**config.mk**
```make
export PLATFORM = sky130hd
export DESIGN_NAME = uart_rx_deser
export DESIGN_NICKNAME = d
export VERILOG_FILES = /design/src/rtl/uart_rx_deser.sv
export SDC_FILE = /design/constraint.sdc
export NUM_CORES = 1
export LEC_CHECK = 0
export ABC_AREA = 1
export BUFFER_PORTS_ARGS = -buffer_cell sky130_fd_sc_hd__clkbuf_2
export CAP_MARGIN = 10
export CORE_UTILIZATION = 57
export DETAILED_ROUTE_END_ITERATION = 16
export GPL_TIMING_DRIVEN = 0
export MAX_ROUTING_LAYER = met4
export PLACE_DENSITY = 0.84
export SYNTH_ARGS = -nofsm -noshare
export SYNTH_HDL_FRONTEND = slang
export SYNTH_SLANG_ARGS = --single-unit
```
**constraint.sdc**
```tcl
create_clock -name clk -period 2 [get_ports clk]
set_clock_uncertainty 0.2 [all_clocks]
set_input_delay 0.1 -clock clk [delete_from_list [all_inputs] [get_ports clk]]
set_output_delay 0.1 -clock clk [all_outputs]
set_load 0.02 [all_outputs]
```
**src/rtl/uart_rx_deser.sv**
```systemverilog
// UART 8N1 receive deserializer: oversampled start validation, LSB-first data
// shift, stop-bit check, one-cycle rx_rdy / frame_err strobes.
module uart_rx_deser #(
    parameter int OVERSAMPLE = 16
) (
    input  logic       clk,
    input  logic       rst,
    input  logic       bclk_tick,
    input  logic       en,
    input  logic       rxd,
    output logic [7:0] dout,
    output logic       rx_rdy,
    output logic       frame_err,
    output logic       busy
);

    localparam int CW = $clog2(OVERSAMPLE);
    localparam logic [CW-1:0] HALF_M1 = CW'(OVERSAMPLE / 2 - 1);
    localparam logic [CW-1:0] LAST    = CW'(OVERSAMPLE - 1);

    localparam logic [2:0] IDLE      = 3'd0;
    localparam logic [2:0] START     = 3'd1;
    localparam logic [2:0] DATA      = 3'd2;
    localparam logic [2:0] STOP      = 3'd3;
    localparam logic [2:0] WAIT_HIGH = 3'd4;

    logic [2:0]    state_q, state_d;
    logic [CW-1:0] cnt_q, cnt_d;
    logic [2:0]    bit_q, bit_d;
    logic [7:0]    shift_q, shift_d;
    logic [7:0]    dout_q, dout_d;
    logic          rx_rdy_q, rx_rdy_d;
    logic          frame_err_q, frame_err_d;
    logic          sync1_q, sync1_d;
    logic          sync2_q, sync2_d;
    logic          rxd_s;

    assign rxd_s = sync2_q;

    always_comb begin
        sync1_d     = rxd;
        sync2_d     = sync1_q;
        state_d     = state_q;
        cnt_d       = cnt_q;
        bit_d       = bit_q;
        shift_d     = shift_q;
        dout_d      = dout_q;
        rx_rdy_d    = 1'b0;
        frame_err_d = 1'b0;

        // Losing enable mid-frame drops the partial byte without a strobe.
        if (state_q != IDLE && !en) begin
            state_d = IDLE;
        end else if (bclk_tick) begin
            case (state_q)
                IDLE: begin
                    if (en && !rxd_s) begin
                        state_d = START;
                        cnt_d   = '0;
                    end
                end
                START: begin
                    if (cnt_q == HALF_M1) begin
                        cnt_d   = '0;
                        bit_d   = 3'd0;
                        state_d = rxd_s ? IDLE : DATA;
                    end else begin
                        cnt_d = cnt_q + CW'(1);
                    end
                end
                DATA: begin
                    if (cnt_q == LAST) begin
                        cnt_d   = '0;
                        shift_d = {rxd_s, shift_q[7:1]};
                        if (bit_q == 3'd7) state_d = STOP;
                        else               bit_d   = bit_q + 3'd1;
                    end else begin
                        cnt_d = cnt_q + CW'(1);
                    end
                end
                STOP: begin
                    // Leaving at mid stop bit lets a back-to-back start edge be seen.
                    if (cnt_q == LAST) begin
                        cnt_d = '0;
                        if (rxd_s) begin
                            dout_d   = shift_q;
                            rx_rdy_d = 1'b1;
                            state_d  = IDLE;
                        end else begin
                            frame_err_d = 1'b1;
                            state_d     = WAIT_HIGH;
                        end
                    end else begin
                        cnt_d = cnt_q + CW'(1);
                    end
                end
                WAIT_HIGH: begin
                    if (rxd_s) state_d = IDLE;
                end
                default: state_d = IDLE;
            endcase
        end
    end

    always_ff @(posedge clk or posedge rst) begin
        if (rst) begin
            state_q     <= IDLE;
            cnt_q       <= '0;
            bit_q       <= 3'd0;
            shift_q     <= 8'h00;
            dout_q      <= 8'h00;
            rx_rdy_q    <= 1'b0;
            frame_err_q <= 1'b0;
            sync1_q     <= 1'b1;
            sync2_q     <= 1'b1;
        end else begin
            state_q     <= state_d;
            cnt_q       <= cnt_d;
            bit_q       <= bit_d;
            shift_q     <= shift_d;
            dout_q      <= dout_d;
            rx_rdy_q    <= rx_rdy_d;
            frame_err_q <= frame_err_d;
            sync1_q     <= sync1_d;
            sync2_q     <= sync2_d;
        end
    end

    assign dout      = dout_q;
    assign rx_rdy    = rx_rdy_q;
    assign frame_err = frame_err_q;
    assign busy      = (state_q != IDLE);

endmodule

```
Word level (Yosys, flattened, before mapping)
Index checks and enable logic that the tools add are counted.

word-level totals
  register bits = 30
  input bits = 5
  output and inout port bits = 11
  logic and storage cells = 73

operators by class
  add/sub/neg operators = 2
  equal/unequal tests = 17
  muxes and demuxes = 29
  bitwise logic cells = 1
  reduce and logical (&&, ||, !) cells = 15

operators with widths
  operator                                                          number
  3-bit 2-to-1 mux                                                  12
  3-bit != test (second input constant)                             6
  3-bit case mux with 5 select lines                                1
  4-bit 2-to-1 mux                                                  3
  4-bit case mux with 3 select lines                                1
  1-bit 2-to-1 mux                                                  10
  2-bit != test (second input constant)                             4
  4-bit AND reduction                                               2
  7-bit AND reduction                                               1
  3-bit by 2-bit == test with 1-bit output (second input constant)  2
  3-bit == test (second input constant)                             2
  3-bit case mux with 2 select lines                                1
  6-bit AND reduction                                               1
  3-bit nonzero test                                                2
  5-bit AND reduction                                               1
  4-bit by 1-bit adder with 4-bit output (second input constant)    1
  4-bit by 3-bit == test with 1-bit output (second input constant)  1
  4-bit == test (second input constant)                             1
  2-bit nonzero test                                                2
  3-bit by 1-bit adder with 3-bit output (second input constant)    1
  3-bit by 1-bit == test with 1-bit output (second input constant)  1
  3-bit logical NOT                                                 1
  1-bit logical AND                                                 2
  1-bit logical NOT                                                 2
  3 further kinds                                                   3

Depth between registers and ports, before layout
Gate-level depths: netlist of run 1.

  depth in word-level cells = 6
  mapped depth = 11
  gate-level depth less buffers = 11

Least setup slack after synthesis of run 1
No wires, ideal clock.

  path type = reg2reg
  start = reg state_q[1]
  end = reg dout_q[1], in the netlist dout[1]
  arrival time = 1,285 ps
  data required time = 1,682 ps
  slack = 397 ps
  cell stages (with the launch flop) = 8
  cell sequence = dfrtp_1 > nor2_4 > nand2_4 > a21oi_4 > nand4_4 > buf_6 > nand2_2 > o21ai_2

between the ends
  longest elaborated chain between the ends = 4
  elaborated cells between the ends (all ways) = 5
  classes of those cells = eq/ne (1); bitwise (1); reduce/logical (3)

RTL lines
  what                           line  text
  from (decl)                    27    logic [2:0] state_q, state_d;
  from (signal assigned)         117   state_q <= state_d;
  3-bit nonzero test             --
  named net busy                 14    output logic busy
  1-bit logical AND              52    if (state_q != IDLE && !en) begin
  1-bit inverter (no line)       --
  5-bit AND reduction (no line)  --
  to (signal assigned)           121   dout_q <= dout_d;
  to (decl)                      31    logic [7:0] dout_q, dout_d;

The timed path passes the listed nets, and every way through them passes these cells.
A chain may end at the register's enable or synchronous reset.

Final worst setup path of run 1
  start = reg cnt_q[0]
  end = reg bit_q[2]

between the ends
  longest elaborated chain between the ends = 3
  elaborated cells between the ends (all ways) = 5
  classes of those cells = eq/ne (4); reduce/logical (1)

RTL lines
  what                                                                       line    text
  from (decl)                                                                28      logic [CW-1:0] cnt_q, cnt_d;
  from (signal assigned)                                                     118     cnt_q <= cnt_d;
  4-bit == test or 4-bit by 3-bit == test with 1-bit output (tied branches)  72, 63
  2-bit != test (no line)                                                    --
  6-bit AND reduction (no line) *                                            --
  to (signal assigned)                                                       119     bit_q <= bit_d;
  to (decl)                                                                  29      logic [2:0] bit_q, bit_d;

Mark *: on every way between the ends. The rest lies on a longest branch, timed or not.

==> impl_metrics.tcl, run 1 <==
set metrics [dict create \
    timing.setup.tns_ns 0 \
    die_w_um 52.79 \
    area_growth_pct 17.11 \
    cts.path.max_buffers 2 \
    first_pass_iters 4 \
    core_region_area_um2 2455 \
    path_class "flop to flop" \
    grt_setup_unrepaired "false" \
    route.vias.total 1162 \
    grt_max_degree 31 \
    drc 0 \
    synth_edf_count 0 \
    dp_hpwl_um 1973 \
    synth_top_area_share_pct 47.66 \
    power_mw 1.562 \
    yosysWarnings 0 \
    avgViaCountPerCell 5.330 \
    crit_family "simple AND/OR/NAND/NOR gates" \
    antenna_cells 0 \
    top_level_ports 16 \
    path_clk_slew_ns 0.09 \
    worstHoldPathType "primary input to asynchronous set/reset pin" \
    startpoint_type "flop" \
    portBuffers 15 \
    post_cts_buffers 0 \
    clock.fmax_mhz 542.8 \
    async_flop_share_pct 100.0 \
    finalHoldViolations 0 \
    crit_arrival_ns 1.85 \
    tightest_slew_ns 0.3615 \
    outcome "finished, final reports clean" \
    final.setup.worst_slack_ns 0.1576 \
    synth_cell_types 23 \
    start_util_pct 59.89 \
    gp_congestion 0.8901 \
    grt_pass1_wl_um 4657 \
    detail_route.wl_per_cell_um 13.16 \
    maxCapViolCount 0 \
    tritoncts "built" \
    setup_viol 0 \
    track_usage_pct 24.72 \
    die-area_um2 2786 \
    end_kind "flop" \
    antenna_found_initial 0 \
    drt-initial-drc-count 29 \
    ys.flop_type "dfrtp_1" \
    syn_area_per_cell_um2 9.075 \
    numCtsBuffers 5 \
    routed_wirelength_um 2868 \
    numClockSinks 30 \
    worstPathCellList "ha_1 > nand3_1 > inv_1 > nor2_1 > nor2_1 > nand3_1 > nand2_1 > o21ai_1" \
    clock-root-buffer "clkbuf_4" \
    die_h_um 52.79 \
    leakage_nw 0.8867 \
    num-nets-final 196 \
    ys_ff_latch 30 \
    power.density_nw_per_um2 907.0 \
    grt_overflow 0 \
    synth.net_count 170 \
    fin_crit_ns 1.842 \
    timing.critical_path.slowest_cell_delay_ns 0.41 \
    drive_gt1_share_pct 27.13 \
    maxSlewViolCount 0 \
    yosysSeqAreaShare_pct 51.23 \
    rows 18 \
    htreeDepth 2 \
    cp_max_fo 6 \
    ys_top_cells_by_count "46 x nand2_1, 28 x dfrtp_1, 24 x inv_1" \
    worstSkewPairLatency_ns 0.32 \
    path_buf_inv 1 \
    cpMaxStageDelayCell "dfrtp_1" \
    synth.area.top_cells "dfrtp_1 48%, nand2_1 12%, o21ai_2 8.9%" \
    maxSlewHeadroom_pct 75.74 \
    ant_nets 0 \
    syn_area_um2 1470 \
    dpl_worst_slack_ns 0.1619 \
    required_ns 2.01 \
    syn_inst 162 \
    grt_pass1_vias 1080 \
    vdd_ir_drop_max_uv 651.0 \
    finalCritPeriodShare_pct 92.12 \
    yosysTopAreaCell "dfrtp_1" \
    synthMostInstantiatedCell "nand2_1" \
]
worst min-delay path: stages:
cell	delay, ns
dlygate4sd3_1	0.53
clkbuf_2	0.10
inv_1	0.24
flip-flops by register name, indices dropped and copies added, names as in the netlist:
signal	count
bit_q	3
cnt_q	4
dout	8
frame_err	1
rx_rdy	1
rxd_s	1
shift_q	8
state_q	3
sync1_q	1
logic make-up after synthesis:
family                     synth area share, %
AOI/OAI and AO/OA                        13.79
xor gates and xnor gates                0.5959
adders and majority gates                2.553
buffers and inverters                    7.660
DFF                                      51.23
and+or+nand+nor                          24.17
timing repair:
item	4_1_cts	5_1_grt
hold buffers	3	0
resized for setup	0	1
setup endpoints to repair	0	2
hold endpoints to repair	32	0
layer usage:
metal | track usage, % | share of wire (%)
met5 | - | 0
met4 | 10.09 | 1.4
met3 | 8.116 | 4.3
met2 | 40.30 | 53
met1 | 27.85 | 41
cells in the final DEF, fill, tap and decap left out, drive strengths merged:
| cell type | netlist | routed |
|---|---|---|
| nand2 | 49 | 49 |
| dfrtp | 28 | 28 |
| inv | 24 | 24 |
| o21ai | 24 | 24 |
| clkbuf | 0 | 21 |
| nor2 | 11 | 11 |
| nand3 | 9 | 9 |
| ha | 3 | 3 |
| dlygate4sd3 | 0 | 3 |
| buf | 2 | 3 |
| a21oi | 3 | 3 |
| nand4 | 3 | 3 |
| nor3 | 2 | 2 |
| dfstp | 2 | 2 |
| xor2 | 1 | 1 |
| or2 | 1 | 1 |
| bufinv | 0 | 1 |
path summary, 6_finish.rpt:
| path | cells past startpoint | slack [ns] | end | startpoint |
|---|---|---|---|---|
| worst max-delay path | 8 | 0.16 | bit_q[2] | cnt_q[0] |
| worst max register to register | 8 | 0.16 | bit_q[2] | cnt_q[0] |
| worst min register to register | 0 | 0.16 | rxd_s | sync1_q |
| max in group asynchronous | 4 | 1.06 | rxd_s | rst |
| min in group clk | 5 | 0.06 | frame_err | en |
| worst min-delay path | 3 | 0.04 | dout[1] | rst |
per-stage QoR:
step	cells	utilization [%]	hold slack, ns	area (µm²)
5_1_grt	218	70.13	0.03640	1722
6_report	218	70.13	0.03729	1722
3_3_place_gp	207	64.48	-0.01099	1583
4_1_cts	217	69.01	0.03580	1694
3_5_place_dp	207	64.48	-0.009103	1583
2_1_floorplan	162	-	-0.09552	1470
area by class of cell:
cell class	instances	area, µm²
Sequential cell	30	753.2
Fill cell	187	733.2
Multi-Input combinational cell	106	604.3
Timing Repair Buffer	19	132.6
Inverter	24	90.09
Clock buffer	6	51.30
Tap cell	30	37.54
Clock inverter	1	30.03
Buffer	2	22.52
report_power, final:
part	total [mW]	switching, mW	internal (mW)	leakage (nW)
logic	0.366	0.248	0.119	0.433
registers	0.705	0.0527	0.652	0.409
clock network	0.491	0.200	0.291	0.0443
total	1.56	0.500	1.06	0.887
Note: power is estimated with default switching activity, not from simulation.
==> inputs of run 2 (changes only) <==
--- a/config.mk
+++ b/config.mk
@@ -11,6 +11,7 @@
 export CORE_UTILIZATION = 57
 export DETAILED_ROUTE_END_ITERATION = 16
 export GPL_TIMING_DRIVEN = 0
+export HOLD_SLACK_MARGIN = 0.06
 export MAX_ROUTING_LAYER = met4
 export PLACE_DENSITY = 0.84
 export SYNTH_ARGS = -nofsm -noshare
==> run 2 against run 1 <==
Die area did not move. Sequential share of layout area decreased by 0.59 points. Cell count grew 0.92%. Critical path depth unchanged. Core utilization increased by 1.1 points. Fmax fell by 1.7%. Worst setup slack got worse by 0.032 ns. Design area increased by 1.5%. Sequential power about the same. Combinational power is essentially flat. Clock-buffer cell count is the same. Clock power increased by 2%. Largest cell class unchanged.
==> impl_metrics.tcl, run 2 (same netlist as run 1, synthesis figures left out) <==
set metrics [dict create \
    num-nets-final 198 \
    portBuffers 15 \
    fin_crit_ns 1.875 \
    maxSlewHeadroom_pct 76.06 \
    final_common_cell "nand2_1" \
    finalNonFillerCells 220 \
    clock-root-buffer "clkbuf_4" \
    power.density_nw_per_um2 899.6 \
    post_cts_buffers 0 \
    top_level_ports 16 \
    swShare_pct 32.37 \
    finalCritPeriodShare_pct 93.74 \
    core_region_area_um2 2455 \
    cpMaxStageDelayCell "dfrtp_1" \
    path_class "flop to flop" \
    hold_slack_ns 0.08256 \
    worstSkewPairLatency_ns 0.34 \
    numClockSinks 30 \
    p_switching_mw 0.5090 \
    ant_nets 0 \
    numCtsBuffers 5 \
    clock_power_share_pct 31.8 \
    startpoint_type "flop" \
    drive_gt1_share_pct 27.89 \
    required_ns 2.02 \
    worstHoldPathType "primary input to flop" \
    die_w_um 52.79 \
    gp_congestion 0.8901 \
    dp_hpwl_um 1973 \
    vdd_ir_drop_max_uv 650.1 \
    routed_wirelength_um 2964 \
    layout_common_cells "46 x nand2_1, 27 x dfrtp_1, 24 x inv_1" \
    worstPathCellList "ha_1 > nand3_1 > inv_1 > nor2_1 > nor2_1 > nand3_1 > nand2_1 > o21ai_1" \
    track_usage_pct 24.84 \
    avgViaCountPerCell 5.391 \
    final.setup.worst_slack_ns 0.1252 \
    area_growth_pct 18.89 \
    tightest_slew_ns 0.3568 \
    leakage_nw 0.8964 \
    path_clk_slew_ns 0.10 \
    antenna_found_initial 0 \
    tritoncts "built" \
    route.vias.total 1186 \
    grt_setup_unrepaired "false" \
    outcome "finished, final reports clean" \
    grt_overflow 0 \
    cp_max_fo 6 \
    finalHoldViolations 0 \
    end_kind "flop" \
    drt-initial-drc-count 34 \
    rows 18 \
    dpl_worst_slack_ns 0.1619 \
    maxCapViolCount 0 \
    utilization_pct 71.20 \
    combinationalPowerShare_pct 23.4 \
    postPlaceCellArea_um2 1583 \
    design_area_um2 1748 \
    htreeDepth 2 \
    grt_pass1_vias 1086 \
    grt_pass1_wl_um 4678 \
    die_h_um 52.79 \
    crit_arrival_ns 1.89 \
    dp_cells 207 \
    start_util_pct 59.89 \
    antenna_cells 0 \
    timing.setup.tns_ns 0 \
    power_mw 1.572 \
    clock.fmax_mhz 533.4 \
    drc 0 \
    p_int_mw 1.063 \
    grt_max_degree 31 \
    detail_route.wl_per_cell_um 13.47 \
    setup_viol 0 \
    timing.critical_path.slowest_cell_delay_ns 0.41 \
    cts.path.max_buffers 2 \
    die-area_um2 2786 \
    maxSlewViolCount 0 \
    seq_power_share_pct 44.8 \
    first_pass_iters 5 \
    nFillCells 186 \
]
run 2: changes by cell type in the layout (fill, tap and decap cells not counted), sizes merged:
cell,previous run,this run
dlygate4sd3,3,5
run 2: worst paths after layout:
check | slack, ns | cells past startpoint | from | to
setup / recovery | 0.13 | 8 | cnt_q[0] | bit_q[2]
hold / removal | 0.08 | 5 | en | state_q[1]
setup reg to reg | 0.13 | 8 | cnt_q[0] | bit_q[2]
hold reg to reg | 0.16 | 0 | sync1_q | rxd_s
max in group asynchronous | 0.49 | 5 | rst | rxd_s
min in group asynchronous | 0.60 | 4 | rst | cnt_q[0]
run 2: routing by layer:
| metal | global-route usage [%] | vias up | wire length [µm] |
|---|---|---|---|
| met5 | - | - | 0 |
| met4 | 10.09 | 0 | 47 |
| met1 | 27.85 | 577 | 1214 |
| met3 | 8.116 | 5 | 149 |
| met2 | 40.72 | 32 | 1552 |
| li1 | - | 572 | - |
run 2: repair_timing:
item	in CTS	in global routing
resized for setup	0	3
hold buffers	4	1
endpoints found under the hold margin	33	5
endpoints found under the setup margin	0	3
run 2: critical path: cells and delay by family (launching register included):
| family | cells | cell delay (ns) |
|---|---|---|
| buf+inv | 1 | 0.22 |
| fa+ha+maj | 1 | 0.23 |
| simple gates | 5 | 0.63 |
| compound gates | 1 | 0.08 |
| flops | 1 | 0.41 |
run 2: final cells by class:
cell class / count / area (µm²) / share of cell area, %
plain buffers: 2 / 22.52 / 1.288
clock buffers: 6 / 51.30 / 2.935
clock inverters: 1 / 30.03 / 1.718
inverters: 24 / 90.09 / 5.154
multi-input cells: 106 / 609.3 / 34.86
flip-flops and latches: 30 / 754.5 / 43.16
well taps: 30 / 37.54 / 2.147
repair buffers: 21 / 152.6 / 8.733
run 2: power groups by stage:
stage	Sequential [mW]	Combinational, mW	Clock, mW
after floorplan	0.705	0.270	0
after global placement	0.713	0.321	0
after detailed placement	0.715	0.342	0
after CTS	0.704	0.356	0.500
after global routing	0.711	0.415	0.534
final	0.705	0.368	0.500
==> inputs of run 3 (changes only) <==
--- a/config.mk
+++ b/config.mk
@@ -8,12 +8,14 @@
 export ABC_AREA = 1
 export BUFFER_PORTS_ARGS = -buffer_cell sky130_fd_sc_hd__clkbuf_2
 export CAP_MARGIN = 10
-export CORE_UTILIZATION = 57
+export CELL_PAD_IN_SITES_DETAIL_PLACEMENT = 1
+export CELL_PAD_IN_SITES_GLOBAL_PLACEMENT = 1
+export CORE_UTILIZATION = 43
 export DETAILED_ROUTE_END_ITERATION = 16
 export GPL_TIMING_DRIVEN = 0
 export HOLD_SLACK_MARGIN = 0.06
 export MAX_ROUTING_LAYER = met4
-export PLACE_DENSITY = 0.84
+export PLACE_DENSITY = 0.83
 export SYNTH_ARGS = -nofsm -noshare
 export SYNTH_HDL_FRONTEND = slang
 export SYNTH_SLANG_ARGS = --single-unit
==> run 3 against run 2 <==
Core utilization down 17 points. Non-clock buffer count down 2. Sequential cell count unchanged. Cell count rose by 5.9%. Sequential share of layout area increased by 0.91 points. Combinational power down 2%. Power shrank 9.7%. Design area shrank 2.2%. Global-route usage is 3.0 points lower. Via count shrank 1.2%.
==> impl_metrics.tcl, run 3 (same netlist as run 1, synthesis figures left out) <==
set metrics [dict create \
    outcome "finished, final reports clean" \
    leakage_nw 0.8716 \
    gp_congestion 0.8824 \
    p_int_mw 0.9031 \
    tritoncts "built" \
    grt_pass1_vias 1280 \
    grt_overflow 0 \
    clock.fmax_mhz 541.0 \
    required_ns 2.03 \
    layout_common_cells "46 x nand2_1, 28 x dfrtp_1, 23 x inv_1" \
    area_growth_pct 16.26 \
    drt-initial-drc-count 79 \
    grt_setup_unrepaired "false" \
    worstHoldPathType "primary input to flop" \
    core_region_area_um2 3153 \
    vdd_ir_drop_max_uv 462.9 \
    antenna_cells 0 \
    maxSlewHeadroom_pct 65.48 \
    swShare_pct 36.43 \
    antenna_found_initial 0 \
    clock-root-buffer "clkbuf_4" \
    top_layer_used "met4" \
    postPlaceCellArea_um2 1600 \
    timing.setup.tns_ns 0 \
    drive_gt1_share_pct 27.51 \
    cp_max_fo 4 \
    track_usage_pct 21.86 \
    numClockSinks 30 \
    setup_viol 0 \
    route.vias.total 1172 \
    crit_arrival_ns 1.87 \
    numCtsBuffers 5 \
    grt_pass1_wl_um 5651 \
    seq_power_share_pct 49.9 \
    m1WireLength_um 1395 \
    p_switching_mw 0.5175 \
    worstPathCellList "ha_1 > nand2_1 > nor2_1 > o21ai_0 > nor2_1 > nand4_1 > nand2_1" \
    first_pass_iters 4 \
    dp_hpwl_um 2456 \
    start_util_pct 46.63 \
    detail_route.wl_per_cell_um 13.84 \
    wl_met3_um 98 \
    grt_max_degree 31 \
    combinationalPowerShare_pct 25.5 \
    post_cts_buffers 0 \
    wl_met2_um 1678 \
    path_buf_inv 0 \
    die_h_um 60.47 \
    htreeDepth 2 \
    startpoint_type "flop" \
    routed_wirelength_um 3225 \
    maxSlewViolCount 0 \
    cpMaxStageDelayCell "o21ai_0" \
    finalCritPeriodShare_pct 92.42 \
    power.density_nw_per_um2 831.2 \
    ant_nets 0 \
    end_kind "flop" \
    design_area_um2 1709 \
    die_w_um 60.47 \
    tightest_slew_ns 0.5124 \
    cts.path.max_buffers 2 \
    finalHoldViolations 0 \
    drc 0 \
    maxCapViolCount 0 \
    fin_crit_ns 1.848 \
    rows 20 \
    die-area_um2 3657 \
    worstSkewPairLatency_ns 0.32 \
    timing.critical_path.slowest_cell_delay_ns 0.44 \
    crit_family "compound AO/OA/AOI/OAI gates" \
    final_common_cell "nand2_1" \
    top_level_ports 16 \
    portBuffers 15 \
    reg2reg_slack_ns 0.15 \
    path_class "flop to flop" \
    clock_power_share_pct 24.6 \
    num-nets-final 196 \
    path_clk_slew_ns 0.09 \
    avgViaCountPerCell 5.030 \
]
==> run 3: power groups by stage <==
stage	clock (mW)	sequential, mW	combinational (mW)
floorplan	0	0.705	0.270
global placement	0	0.714	0.329
detailed placement	0	0.721	0.351
CTS	0.357	0.709	0.360
global route	0.385	0.717	0.416
finish	0.349	0.709	0.362
==> run 3: final timing paths <==
kind / startpoint / to / depth (start not counted)
setup / recovery: cnt_q[0] / state_q[0] / 7
hold reg to reg: sync1_q / rxd_s / 0
max in group asynchronous: rst / sync1_q / 4
min in group asynchronous: rst / cnt_q[0] / 3
hold / removal: en / frame_err / 5
setup reg to reg: cnt_q[0] / state_q[0] / 7
==> run 3: layer usage <==
| layer | track usage, % | vias up |
|---|---|---|
| met5 | - | - |
| li1 | - | 562 |
| met4 | 6.818 | 0 |
| met1 | 25.64 | 584 |
| met2 | 36.58 | 19 |
| met3 | 5.757 | 7 |
==> run 3: area by class of cell <==
cell class	instances	area (µm²)
Inverter	24	90.09
Fill cell	408	1444
Tap cell	44	55.05
Buffer	2	22.52
Multi-Input combinational cell	106	604.3
Clock buffer	6	41.29
Sequential cell	30	753.2
Timing Repair Buffer	19	132.6
Clock inverter	2	10.01
==> run 3: worst min-delay path, cell delays in order <==
cell,delay (ns)
clkbuf_2,0.08
inv_1,0.16
nor2_1,0.08
nand2_1,0.09
nor3_1,0.05
==> run 3: repair_timing <==
| action | CTS | global route |
|---|---|---|
| endpoints found under the setup margin | 0 | 1 |
| resized for setup | 0 | 1 |
| hold endpoints to repair | 32 | 0 |
| hold buffers | 3 | 0 |
==> run 3: metrics by stage <==
stage	power, mW	hold slack, ns	std cells	util [%]	setup slack (ns)
4_1_cts	1.426	0.06201	232	53.33	0.1331
3_5_place_dp	1.073	-0.01034	221	50.75	0.1428
3_3_place_gp	1.043	-0.01244	221	50.75	0.2060
5_1_grt	1.518	0.1117	233	54.21	0.01177
6_report	1.421	0.06899	233	54.21	0.1516
2_1_floorplan	0.9741	-0.09552	162	-	0.3971
